`src/rtl/fetch_pkg.sv`:
```
// Shared types and constants for the instruction-fetch front end.
package fetch_pkg;

    localparam logic [31:0] RESET_PC_DEFAULT = 32'h0000_0000;
    localparam logic [6:0]  OPC_BRANCH       = 7'b1100011;

    typedef struct packed {
        logic [31:0] instr;
        logic [31:0] pc;
        logic        pred_taken;
        logic [31:0] pred_target;
    } fetch_entry_t;

endpackage

```
`src/rtl/bp_se.sv`:
```
// B-type branch decoder: flags conditional branches and forms pc + sign-extended imm_b.
module bp_se
    import fetch_pkg::*;
(
    input  logic [31:0] instr,
    input  logic [31:0] pc,
    output logic        is_branch,
    output logic [31:0] target
);

    logic [31:0] imm_b;

    assign is_branch = (instr[6:0] == OPC_BRANCH);
    assign imm_b     = {{19{instr[31]}}, instr[31], instr[7], instr[30:25], instr[11:8], 1'b0};
    assign target    = pc + imm_b;

endmodule

```
`src/rtl/fetch_queue.sv`:
```
// Generic DEPTH-entry FIFO with synchronous flush; push while full is allowed when popping.
module fetch_queue #(
    parameter int WIDTH = 32,
    parameter int DEPTH = 4,
    localparam int PW = $clog2(DEPTH),
    localparam int CW = $clog2(DEPTH + 1)
) (
    input  logic             clk,
    input  logic             rst_n,
    input  logic             flush,
    input  logic             push,
    input  logic [WIDTH-1:0] push_data,
    input  logic             pop,
    output logic [WIDTH-1:0] head,
    output logic [CW-1:0]    count
);

    logic [WIDTH-1:0] mem [DEPTH];
    logic [PW-1:0]    wr_ptr;
    logic [PW-1:0]    rd_ptr;
    logic             full;
    logic             empty;
    logic             do_push;
    logic             do_pop;

    assign full    = (count == CW'(DEPTH));
    assign empty   = (count == '0);
    assign do_pop  = pop && !empty && !flush;
    assign do_push = push && (!full || do_pop) && !flush;
    assign head    = mem[rd_ptr];

    // Storage is cleared on reset so the head reads zero out of reset.
    always_ff @(posedge clk) begin
        if (!rst_n) begin
            wr_ptr <= '0;
            rd_ptr <= '0;
            count  <= '0;
            for (int i = 0; i < DEPTH; i++) begin
                mem[i] <= '0;
            end
        end else if (flush) begin
            wr_ptr <= '0;
            rd_ptr <= '0;
            count  <= '0;
        end else begin
            if (do_push) begin
                mem[wr_ptr] <= push_data;
                wr_ptr      <= wr_ptr + PW'(1);
            end
            if (do_pop) begin
                rd_ptr <= rd_ptr + PW'(1);
            end
            count <= count + CW'(do_push) - CW'(do_pop);
        end
    end

endmodule

```
`src/rtl/fetch_pc_gen.sv`:
```
// Fetch PC generator: credit-limited imem requests, BTFN prediction, and a decode-side queue.
module fetch_pc_gen
    import fetch_pkg::*;
#(
    parameter logic [31:0] RESET_PC = RESET_PC_DEFAULT,
    parameter int          DEPTH    = 4
) (
    input  logic        clk,
    input  logic        rst_n,
    output logic        imem_req_valid,
    input  logic        imem_req_ready,
    output logic [31:0] imem_req_addr,
    input  logic        imem_resp_valid,
    input  logic [31:0] imem_resp_data,
    input  logic        redir_valid,
    input  logic [31:0] redir_pc,
    output logic        dec_valid,
    input  logic        dec_ready,
    output logic [31:0] dec_instr,
    output logic [31:0] dec_pc,
    output logic        dec_pred_taken,
    output logic [31:0] dec_pred_target
);

    localparam int            CW  = $clog2(DEPTH + 1);
    localparam logic [CW:0]   CAP = (CW + 1)'(DEPTH);

    logic [31:0]  fetch_pc;
    logic [CW-1:0] out_cnt;
    logic [CW-1:0] drop_cnt;
    logic [CW-1:0] q_count;
    logic [CW-1:0] out_next;
    logic [CW:0]   credit_sum;
    logic         running;
    logic         req_fire;
    logic [31:0]  resp_pc;
    logic         is_branch;
    logic [31:0]  br_target;
    logic         pred_taken;
    logic         resp_keep;
    logic         take;
    logic         dec_fire;
    fetch_entry_t entry;
    fetch_entry_t q_head;

    // Every in-flight request plus every queued word must fit in the queue.
    assign credit_sum     = {1'b0, out_cnt} + {1'b0, q_count};
    assign imem_req_valid = running && (credit_sum < CAP) && !redir_valid;
    assign imem_req_addr  = fetch_pc;
    assign req_fire       = imem_req_valid && imem_req_ready;

    // The address FIFO occupancy is the outstanding-request count.
    fetch_queue #(.WIDTH(32), .DEPTH(DEPTH)) u_req_fifo (
        .clk       (clk),
        .rst_n     (rst_n),
        .flush     (1'b0),
        .push      (req_fire),
        .push_data (fetch_pc),
        .pop       (imem_resp_valid),
        .head      (resp_pc),
        .count     (out_cnt)
    );

    bp_se u_bp_se (
        .instr     (imem_resp_data),
        .pc        (resp_pc),
        .is_branch (is_branch),
        .target    (br_target)
    );

    assign pred_taken = is_branch && imem_resp_data[31];
    assign resp_keep  = imem_resp_valid && (drop_cnt == '0) && !redir_valid;
    assign take       = resp_keep && pred_taken;
    assign out_next   = out_cnt + CW'(req_fire) - CW'(imem_resp_valid);

    always_comb begin
        entry.instr       = imem_resp_data;
        entry.pc          = resp_pc;
        entry.pred_taken  = pred_taken;
        entry.pred_target = pred_taken ? br_target : resp_pc + 32'd4;
    end

    assign dec_fire = dec_valid && dec_ready;

    fetch_queue #(.WIDTH($bits(fetch_entry_t)), .DEPTH(DEPTH)) u_fetch_q (
        .clk       (clk),
        .rst_n     (rst_n),
        .flush     (redir_valid),
        .push      (resp_keep),
        .push_data (entry),
        .pop       (dec_fire),
        .head      (q_head),
        .count     (q_count)
    );

    assign dec_valid       = (q_count != '0);
    assign dec_instr       = q_head.instr;
    assign dec_pc          = q_head.pc;
    assign dec_pred_taken  = q_head.pred_taken;
    assign dec_pred_target = q_head.pred_target;

    // drop_cnt counts down the wrong-path words still in flight.
    always_ff @(posedge clk) begin
        if (!rst_n) begin
            fetch_pc <= RESET_PC;
            drop_cnt <= '0;
            running  <= 1'b0;
        end else begin
            running <= 1'b1;
            if (redir_valid) begin
                fetch_pc <= {redir_pc[31:2], 2'b00};
                drop_cnt <= out_cnt - CW'(imem_resp_valid);
            end else if (take) begin
                fetch_pc <= br_target;
                drop_cnt <= out_next;
            end else begin
                if (req_fire) begin
                    fetch_pc <= fetch_pc + 32'd4;
                end
                if (imem_resp_valid && (drop_cnt != '0)) begin
                    drop_cnt <= drop_cnt - CW'(1);
                end
            end
        end
    end

endmodule

```
`config.mk`:
```
export PLATFORM = sky130hd
export DESIGN_NAME = fetch_pc_gen
export DESIGN_NICKNAME = d
export VERILOG_FILES = /design/src/rtl/fetch_pkg.sv /design/src/rtl/bp_se.sv /design/src/rtl/fetch_queue.sv /design/src/rtl/fetch_pc_gen.sv
export SDC_FILE = /design/constraint.sdc
export NUM_CORES = 1
export LEC_CHECK = 0
export ABC_AREA = 1
export BUFFER_PORTS_ARGS = -buffer_cell sky130_fd_sc_hd__buf_4
export CAP_MARGIN = 20
export CORE_MARGIN = 4
export CORE_UTILIZATION = 35
export DETAILED_ROUTE_END_ITERATION = 16
export GPL_ROUTABILITY_DRIVEN = 0
export GPL_TIMING_DRIVEN = 0
export PLACE_DENSITY = 0.6
export SKIP_CTS_REPAIR_TIMING = 1
export SLEW_MARGIN = 5
export SYNTH_ARGS = -nofsm -noshare
export SYNTH_HDL_FRONTEND = slang
export SYNTH_SLANG_ARGS = --single-unit
```
`constraint.sdc`:
```
create_clock -name clk -period 12.8 [get_ports clk]
set_input_delay 2.56 -clock clk [delete_from_list [all_inputs] [get_ports clk]]
set_output_delay 2.56 -clock clk [all_outputs]
set_load 0.02 [all_outputs]
```
# After elaboration in Yosys (flattened, before gate mapping)
# Memory sizes are Yosys's and may differ from the RTL's. A register that Yosys moved wholly into a read port is not among the register bits.
# Cells that the tools add are included.
totals:
  mem_count: 2
  latchBits: 0
  ramBits: 516
  in_bits: 70
  romBits: 0
  elab_cells: 92
  reg_bits: 50
classes:
  n_mul: 0
  div: 0
  shifts: 0
  magnitude_cmp: 1
  n_eq_ne: 3
  reduce_logical: 33
  addsub: 16
  bitwise_logic: 1
  mux: 26
mem_list:
  columns: ["memory", "depth", "word_bits", "rd", "rd_ports_with_merged_regs", "wr", "line_no", "source"]
  rows:
  - ["u_fetch_q.mem", 4, 97, 1, 1, 4, "fetch_queue.sv:18", "logic [WIDTH-1:0] mem [DEPTH];"]
  - ["u_req_fifo.mem", 4, 32, 1, 1, 4, "fetch_queue.sv:18", null]
op_table:
  columns: ["cell", "count"]
  rows:
  - ["32-bit two-way mux", 5]
  - ["97-bit two-way mux", 1]
  - ["97-bit OR reduction", 1]
  - ["32-bit by 3-bit adder with 32-bit output (second input constant)", 2]
  - ["32-bit adder", 1]
  - ["32-bit OR reduction", 1]
  - ["1-bit logical AND", 15]
  - ["2-bit two-way mux", 6]
  - ["3-bit nonzero test", 4]
  - ["3-bit by 1-bit subtractor with 3-bit output", 4]
  - ["1-bit two-way mux", 11]
  - ["3-bit by 1-bit adder with 3-bit output", 3]
  - ["3-bit logical NOT", 3]
  - ["3-bit two-way mux", 3]
  - ["2-bit by 1-bit adder with 2-bit output (second input constant)", 4]
  - ["7-bit equality test (second input constant)", 1]
  - ["3-bit equality test (second input constant)", 2]
  - ["1-bit logical NOT", 5]
  - ["3-bit by 3-bit adder with 4-bit output", 1]
  - ["4-bit by 3-bit less-than comparator with 1-bit output (second input constant)", 1]
  - ["3-bit by 1-bit subtractor with 3-bit output (second input constant)", 1]
  - ["1-bit logical OR", 2]
  - ["2-bit nonzero test", 1]
  - ["2-bit OR reduction", 1]
  - ["1-bit inverter", 1]

# Logic depth before layout (Yosys ltp)
# Gate-level depths: netlist of run 1.
depth:
  ltp_word: 13
  depth_mapped: 24

# Modules after synthesis
# From an unflattened synthesis of run 1, not the netlist that was laid out.
unflattened:
  cells_unflattened: 3341
  hier_area_um2: 31094.8
modules_own_cells:
  columns: ["mod", "cells_per_inst", "area_each_um2", "instances"]
  rows:
  - ["fetch_queue (u_fetch_q)", 1558, 18432.7, 1]
  - ["fetch_queue (u_req_fifo)", 583, 6334.8, 1]
  - ["fetch_pc_gen", 733, 4048.9, 1]
  - ["bp_se", 467, 2278.4, 1]

# Least setup slack after synthesis of run 1
# Ideal clock, no wire load.
synth_path:
  kind: "input to register"
  startpoint: "input redir_valid"
  endpoint: "memory u_fetch_q.mem[3][10] in the netlist's numbering (enable)"
  required_ns: 12.108
  path_slack_ns: 1.722
  arrival_ns: 10.386
  stages: 6
  setup_ns: 0.692
  path_cell_list: "buf_2 > nor3_4 > inv_2 > a31oi_4 > inv_1 > o31ai_1"
synth_rtl:
  columns: ["item", "line_no", "source"]
  rows:
  - ["from (decl)", "fetch_pc_gen.sv:15", "input logic redir_valid,"]
  - ["to (decl)", "fetch_queue.sv:18", null]

==> results.sh, run 1 <==
export IMPL_wl_met3_microns=10400
export IMPL_drc_errors=0
export IMPL_crit_type="register to output port"
export IMPL_cts_buffer_depth=3
export IMPL_critPathTopFamily="buffers and inverters"
export IMPL_cts_made_buffers=60
export IMPL_setup_tns_ns=0
export IMPL_ys_seq_area_frac=0.571
export IMPL_hpwl_microns=72600
export IMPL_dieArea_sq_mm=0.0870
export IMPL_drive_gt1_frac=0.112
export IMPL_syn_to_final_growth_pct=18.0
export IMPL_yosysWarnings=0
export IMPL_holdWs_ns=0.473
export IMPL_ys_async_sr_fraction=0
export IMPL_h_tree_depth=2
export IMPL_maxCapViolations=0
export IMPL_synth_cells=3276
export IMPL_start_util=0.355
export IMPL_slew_headroom=0.317
export IMPL_clock_latency_ns=0.65
export IMPL_critPathArrivalTime_ns=3.83
export IMPL_fin_nets=3668
export IMPL_ys_types=48
export IMPL_grt_pass1_wl_microns=149000
export IMPL_crit_buf_inv=4
export IMPL_cp_max_fo=10
export IMPL_synth_edf_count=512
export IMPL_worstPathCellList="clkbuf_1 > clkbuf_1 > clkbuf_1 > nor2_1 > o22ai_1 > buf_4"
export IMPL_ys_flop_type="edfxtp_1"
export IMPL_grt_max_degree=50
export IMPL_slowest_delay_ns=0.80
export IMPL_coreArea_sq_mm=0.0811
export IMPL_die_y_microns=295
export IMPL_rows=104
export IMPL_slew_violations=0
export IMPL_fin_crit_sh=0.499
export IMPL_synth_nets=3394
export IMPL_min_path_type="register to register"
export IMPL_ys_top_cells_by_area="edfxtp_1 (53%), nor2_1 (9.6%), nand2_1 (7.1%)"
export IMPL_fmax_ghz=0.156
export IMPL_hold_viol=0
export IMPL_ir_worst_vdd_mv=0.138
export IMPL_grt_setup_unrepaired="no"
export IMPL_yosysMostFrequentCell="nor2_1"
export IMPL_clock_sinks=566
export IMPL_powerDensity_mw_per_mm2=153
export IMPL_finish_utilization=0.419
export IMPL_p_leak_uw=0.0134
export IMPL_yosys_area_top_type="edfxtp_1"
export IMPL_boundaryPins=201
export IMPL_io_buffers=197
export IMPL_synth_common_cells="nor2_1 (736), nand2_1 (548), edfxtp_1 (512), inv_1 (320), o21ai_0 (257)"
export IMPL_cp_required_ns=10.24
export IMPL_vias_per_cell=5.36
export IMPL_final_antenna_net_count=0
export IMPL_tightest_slew_ns=1.02
export IMPL_clkTransAtPathRegs_ns=0.07
export IMPL_synth_avg_cell_area_sq_um=8.80
export IMPL_clock_skew_ns=0.0317
export IMPL_wl_microns=102000
export IMPL_wl_met2_microns=46200
export IMPL_crit_path_frequent_cell="clkbuf_1"
export IMPL_grt_pass1_vias=23447
export IMPL_top_layer="met4"
export IMPL_end_kind="output port"
export IMPL_critPathSlowestCell="clkbuf_1"
export IMPL_vias=24986
export IMPL_dr_pass1_iters=6
export IMPL_overflow=0
export IMPL_track_usage=0.227
export IMPL_setup_viol=0
export IMPL_period_needed_ns=6.39
export IMPL_avgRoutedWirePerCell_microns=21.9
export IMPL_drtIter0Drc=3035
export IMPL_ys_ff_latch=566
export IMPL_status="finished clean"
export IMPL_drt_met1_wl_microns=42000
export IMPL_cts_root_buffer="clkbuf_16"
export IMPL_crit_path_start_kind="register"
export IMPL_cts_tree="yes"
export IMPL_syn_area_sq_mm=0.0288
export IMPL_yosysTopAreaCellShare=0.533
export IMPL_antenna_found_initial=1
export IMPL_die_w_microns=295
metal layers:
metal  GRT usage  vias to the layer above
met3      0.0442                      189
met4      0.0752                        0
met1       0.313                    11916
li1            -                    11566
met2       0.363                     1315
met5           0                        -
cell type report:
class / count / area (sq um)
Buffer: 166 / 729
Tap cell: 1060 / 1330
Clock buffer: 73 / 1580
Antenna cell: 1 / 2.50
Fill cell: 8080 / 47100
Clock inverter: 40 / 415
Timing Repair Buffer: 212 / 1790
Inverter: 338 / 1270
Sequential cell: 566 / 16500
Multi-Input combinational cell: 2206 / 10400
worst min-delay path, stage by stage, from the launching register on:
cell	delay [ns]
dfxtp_1	0.30
inv_1	0.06
a21oi_1	0.07
registers in the layout, indices dropped and copies added, names as in the netlist, named ones only:
signal,cells
drop_cnt,3
imem_req_addr,32
running,1
u_fetch_q.count,3
u_fetch_q.mem,384
u_fetch_q.rd_ptr,2
u_fetch_q.wr_ptr,2
u_req_fifo.count,3
u_req_fifo.mem,128
u_req_fifo.rd_ptr,2
u_req_fifo.wr_ptr,2
cells by family (layout without fill, tap and decap cells):
family / count (synthesis) / in the layout / synth area share
simple gates: 1623 / 1623 / 0.231
flops: 566 / 566 / 0.571
buf+inv: 504 / 829 / 0.0694
compound gates: 500 / 500 / 0.0964
fa+ha+maj: 48 / 48 / 0.0219
xor+xnor: 35 / 35 / 0.0106
other cells: 0 / 1 / 0
power by group:
group | total (uW) | leakage [uW] | switching, uW | internal [uW]
sequential | 2170 | 0.00574 | 46.9 | 2120
combinational | 1240 | 0.00674 | 904 | 337
clock | 1790 | 0.000967 | 772 | 1020
placed cells by master, fill, tap and decap left out, types with 28 or more instances in the layout:
master / synthesis / routed
nor2_1: 736 / 736
nand2_1: 548 / 544
edfxtp_1: 512 / 512
inv_1: 320 / 319
o21ai_0: 257 / 255
buf_4: 7 / 204
nand3_1: 165 / 165
clkbuf_1: 123 / 134
nor3_1: 104 / 104
o22ai_1: 100 / 100
a21oi_1: 85 / 85
clkbuf_16: 0 / 61
dfxtp_1: 54 / 54
ha_1: 44 / 44
xor2_1: 28 / 28
stage by stage:
stage,worst slack [ns],cells,instance area (sq um),power [uW]
floorplan,1.72,3276,28800,2930
global placement,-4.67,4533,31600,3400
detailed placement,6.61,4548,32000,3410
CTS,6.47,4661,34000,5180
global route,6.37,4661,34000,5380
finish,6.41,4662,34000,5200
worst paths after layout:
check | startpoint | endpoint | slack (ns) | depth (start not counted)
worst max-delay path | register | dec_pc[5] | 6.41 | 6
worst min-delay path | u_req_fifo.rd_ptr[1] | u_req_fifo.rd_ptr[1] | 0.47 | 2
worst max register to register | register | u_fetch_q.mem[0][28] | 8.60 | 17
worst min register to register | u_req_fifo.rd_ptr[1] | u_req_fifo.rd_ptr[1] | 0.47 | 2
Note: power is estimated with default switching activity, not from simulation.
==> run 2: changes to the inputs <==
PLACE_DENSITY = 0.62   (was 0.6)
clock period = 5.3 ns   (was 12.8 ns; I/O delays follow)
==> run 2 against run 1 <==
Compared with the run above:
- core utilization hardly changed
- routed wire length is 1.5% lower
- cell area hardly changed
==> results.sh, run 2 (synthesis results as in run 1) <==
export IMPL_worst_slack_ns=0.470
export IMPL_grt_pass1_wl_microns=146000
export IMPL_syn_to_final_growth_pct=18.1
export IMPL_slew_headroom=0.351
export IMPL_p_leak_uw=0.0135
export IMPL_period_needed_ns=4.83
export IMPL_wl_microns=100000
export IMPL_crit_path_start_kind="register"
export IMPL_clock_skew_ns=0.0343
export IMPL_final_antenna_net_count=0
export IMPL_min_path_cells=2
export IMPL_coreArea_sq_mm=0.0811
export IMPL_slew_violations=0
export IMPL_vias=24910
export IMPL_hpwl_microns=72000
export IMPL_antenna_found_initial=1
export IMPL_die_y_microns=295
export IMPL_boundaryPins=201
export IMPL_cp_required_ns=4.24
export IMPL_grt_pass1_vias=23141
export IMPL_track_usage=0.223
export IMPL_cts_made_buffers=59
export IMPL_h_tree_depth=2
export IMPL_crit_type="register to output port"
export IMPL_end_kind="output port"
export IMPL_layout_common_cells="nor2_1 (736), nand2_1 (544), edfxtp_1 (512)"
export IMPL_clock_latency_ns=0.64
export IMPL_r2r_slack_ns=1.06
export IMPL_overflow=0
export IMPL_r2r_cells=18
export IMPL_finish_utilization=0.420
export IMPL_clkTransAtPathRegs_ns=0.07
export IMPL_vias_per_cell=5.35
export IMPL_grt_max_degree=53
export IMPL_stdcell_area_sq_mm=0.0340
export IMPL_status="finished clean"
export IMPL_cts_buffer_depth=3
export IMPL_largest_register="u_fetch_q.mem"
export IMPL_clock_sinks=566
export IMPL_dr_pass1_iters=6
export IMPL_cp_max_fo=10
export IMPL_io_buffers=197
export IMPL_rows=104
export IMPL_hold_viol=0
export IMPL_final_common_cell="nor2_1"
export IMPL_dieArea_sq_mm=0.0870
export IMPL_min_path_type="register to register"
export IMPL_fmax_ghz=0.207
export IMPL_power_uw=12500
export IMPL_nFillCells=7916
export IMPL_place_worst_setup_slack_ns=0.657
export IMPL_powerDensity_mw_per_mm2=368
export IMPL_maxCapViolations=0
export IMPL_cts_tree="yes"
export IMPL_avgRoutedWirePerCell_microns=21.5
export IMPL_cts_root_buffer="clkbuf_16"
export IMPL_die_w_microns=295
export IMPL_drc_errors=0
export IMPL_tightest_slew_ns=0.974
export IMPL_setup_viol=0
export IMPL_critPathArrivalTime_ns=3.77
export IMPL_start_util=0.355
export IMPL_drtIter0Drc=3168
export IMPL_ir_worst_vdd_mv=0.327
export IMPL_place_area_sq_mm=0.0320
export IMPL_fin_nets=3668
export IMPL_drive_gt1_frac=0.114
export IMPL_grt_setup_unrepaired="no"
export IMPL_largest_reg_flops=384
export IMPL_fin_crit_sh=0.911
run 2: cell count changes in the layout (fill, tap and decap cells not counted):
cell	previous run	this run
inv_6	2	1
clkbuf_16	61	59
buf_12	2	4
clkbuf_8	1	6
clkinv_2	9	12
clkinv_4	3	2
buf_16	6	7
clkinv_1	16	7
buf_8	7	5
clkinv_8	0	1
inv_8	1	0
clkbuf_1	134	136
run 2: worst paths after layout:
check | end | from
hold reg to reg | u_req_fifo.rd_ptr[1] | u_req_fifo.rd_ptr[1]
hold / removal | u_req_fifo.rd_ptr[1] | u_req_fifo.rd_ptr[1]
setup / recovery | dec_pc[3] | register
setup reg to reg | u_fetch_q.mem[2][28] | register
run 2: cell type report:
class                   instances  area [sq um]  area share
multi-input cells            2206         10400       0.306
flip-flops and latches        566         16500       0.484
inverters                     338          1270      0.0374
clock buffers                  78          1610      0.0472
repair buffers                213          1830      0.0537
diodes                          1          2.50   0.0000735
clock inverters                32           384      0.0113
plain buffers                 166           729      0.0214
well taps                    1060          1330      0.0390
run 2: metal layers:
| metal | share of wire | wire length (microns) | up-vias | global-route usage |
|---|---|---|---|---|
| li1 | - | - | 11539 | - |
| met1 | 0.40 | 40400 | 11871 | 0.308 |
| met2 | 0.46 | 46100 | 1340 | 0.360 |
| met3 | 0.11 | 11400 | 160 | 0.0458 |
| met4 | 0.026 | 2600 | 0 | 0.0596 |
| met5 | 0 | 0 | - | 0 |
run 2: per-stage QoR:
stage	hold WS, ns	TNS (ns)	instances
2_1_floorplan	0.436	0	3276
3_3_place_gp	0.448	-882.41	4533
3_5_place_dp	0.456	0	4549
4_1_cts	0.470	0	4659
5_1_grt	0.503	0	4659
6_report	0.468	0	4660
run 2: report_power, final:
part	total, uW	switching, uW	internal [uW]
Sequential	5230	116	5120
Clock	4290	1810	2480
Combinational	3000	2180	815
run 2: critical path, cell delays in order (launching register included):
cell      delay [ns]
dfxtp_1         0.45
clkbuf_1        0.61
clkbuf_1        0.80
clkbuf_1        0.52
nor2_1          0.12
o22ai_1         0.41
buf_4           0.24
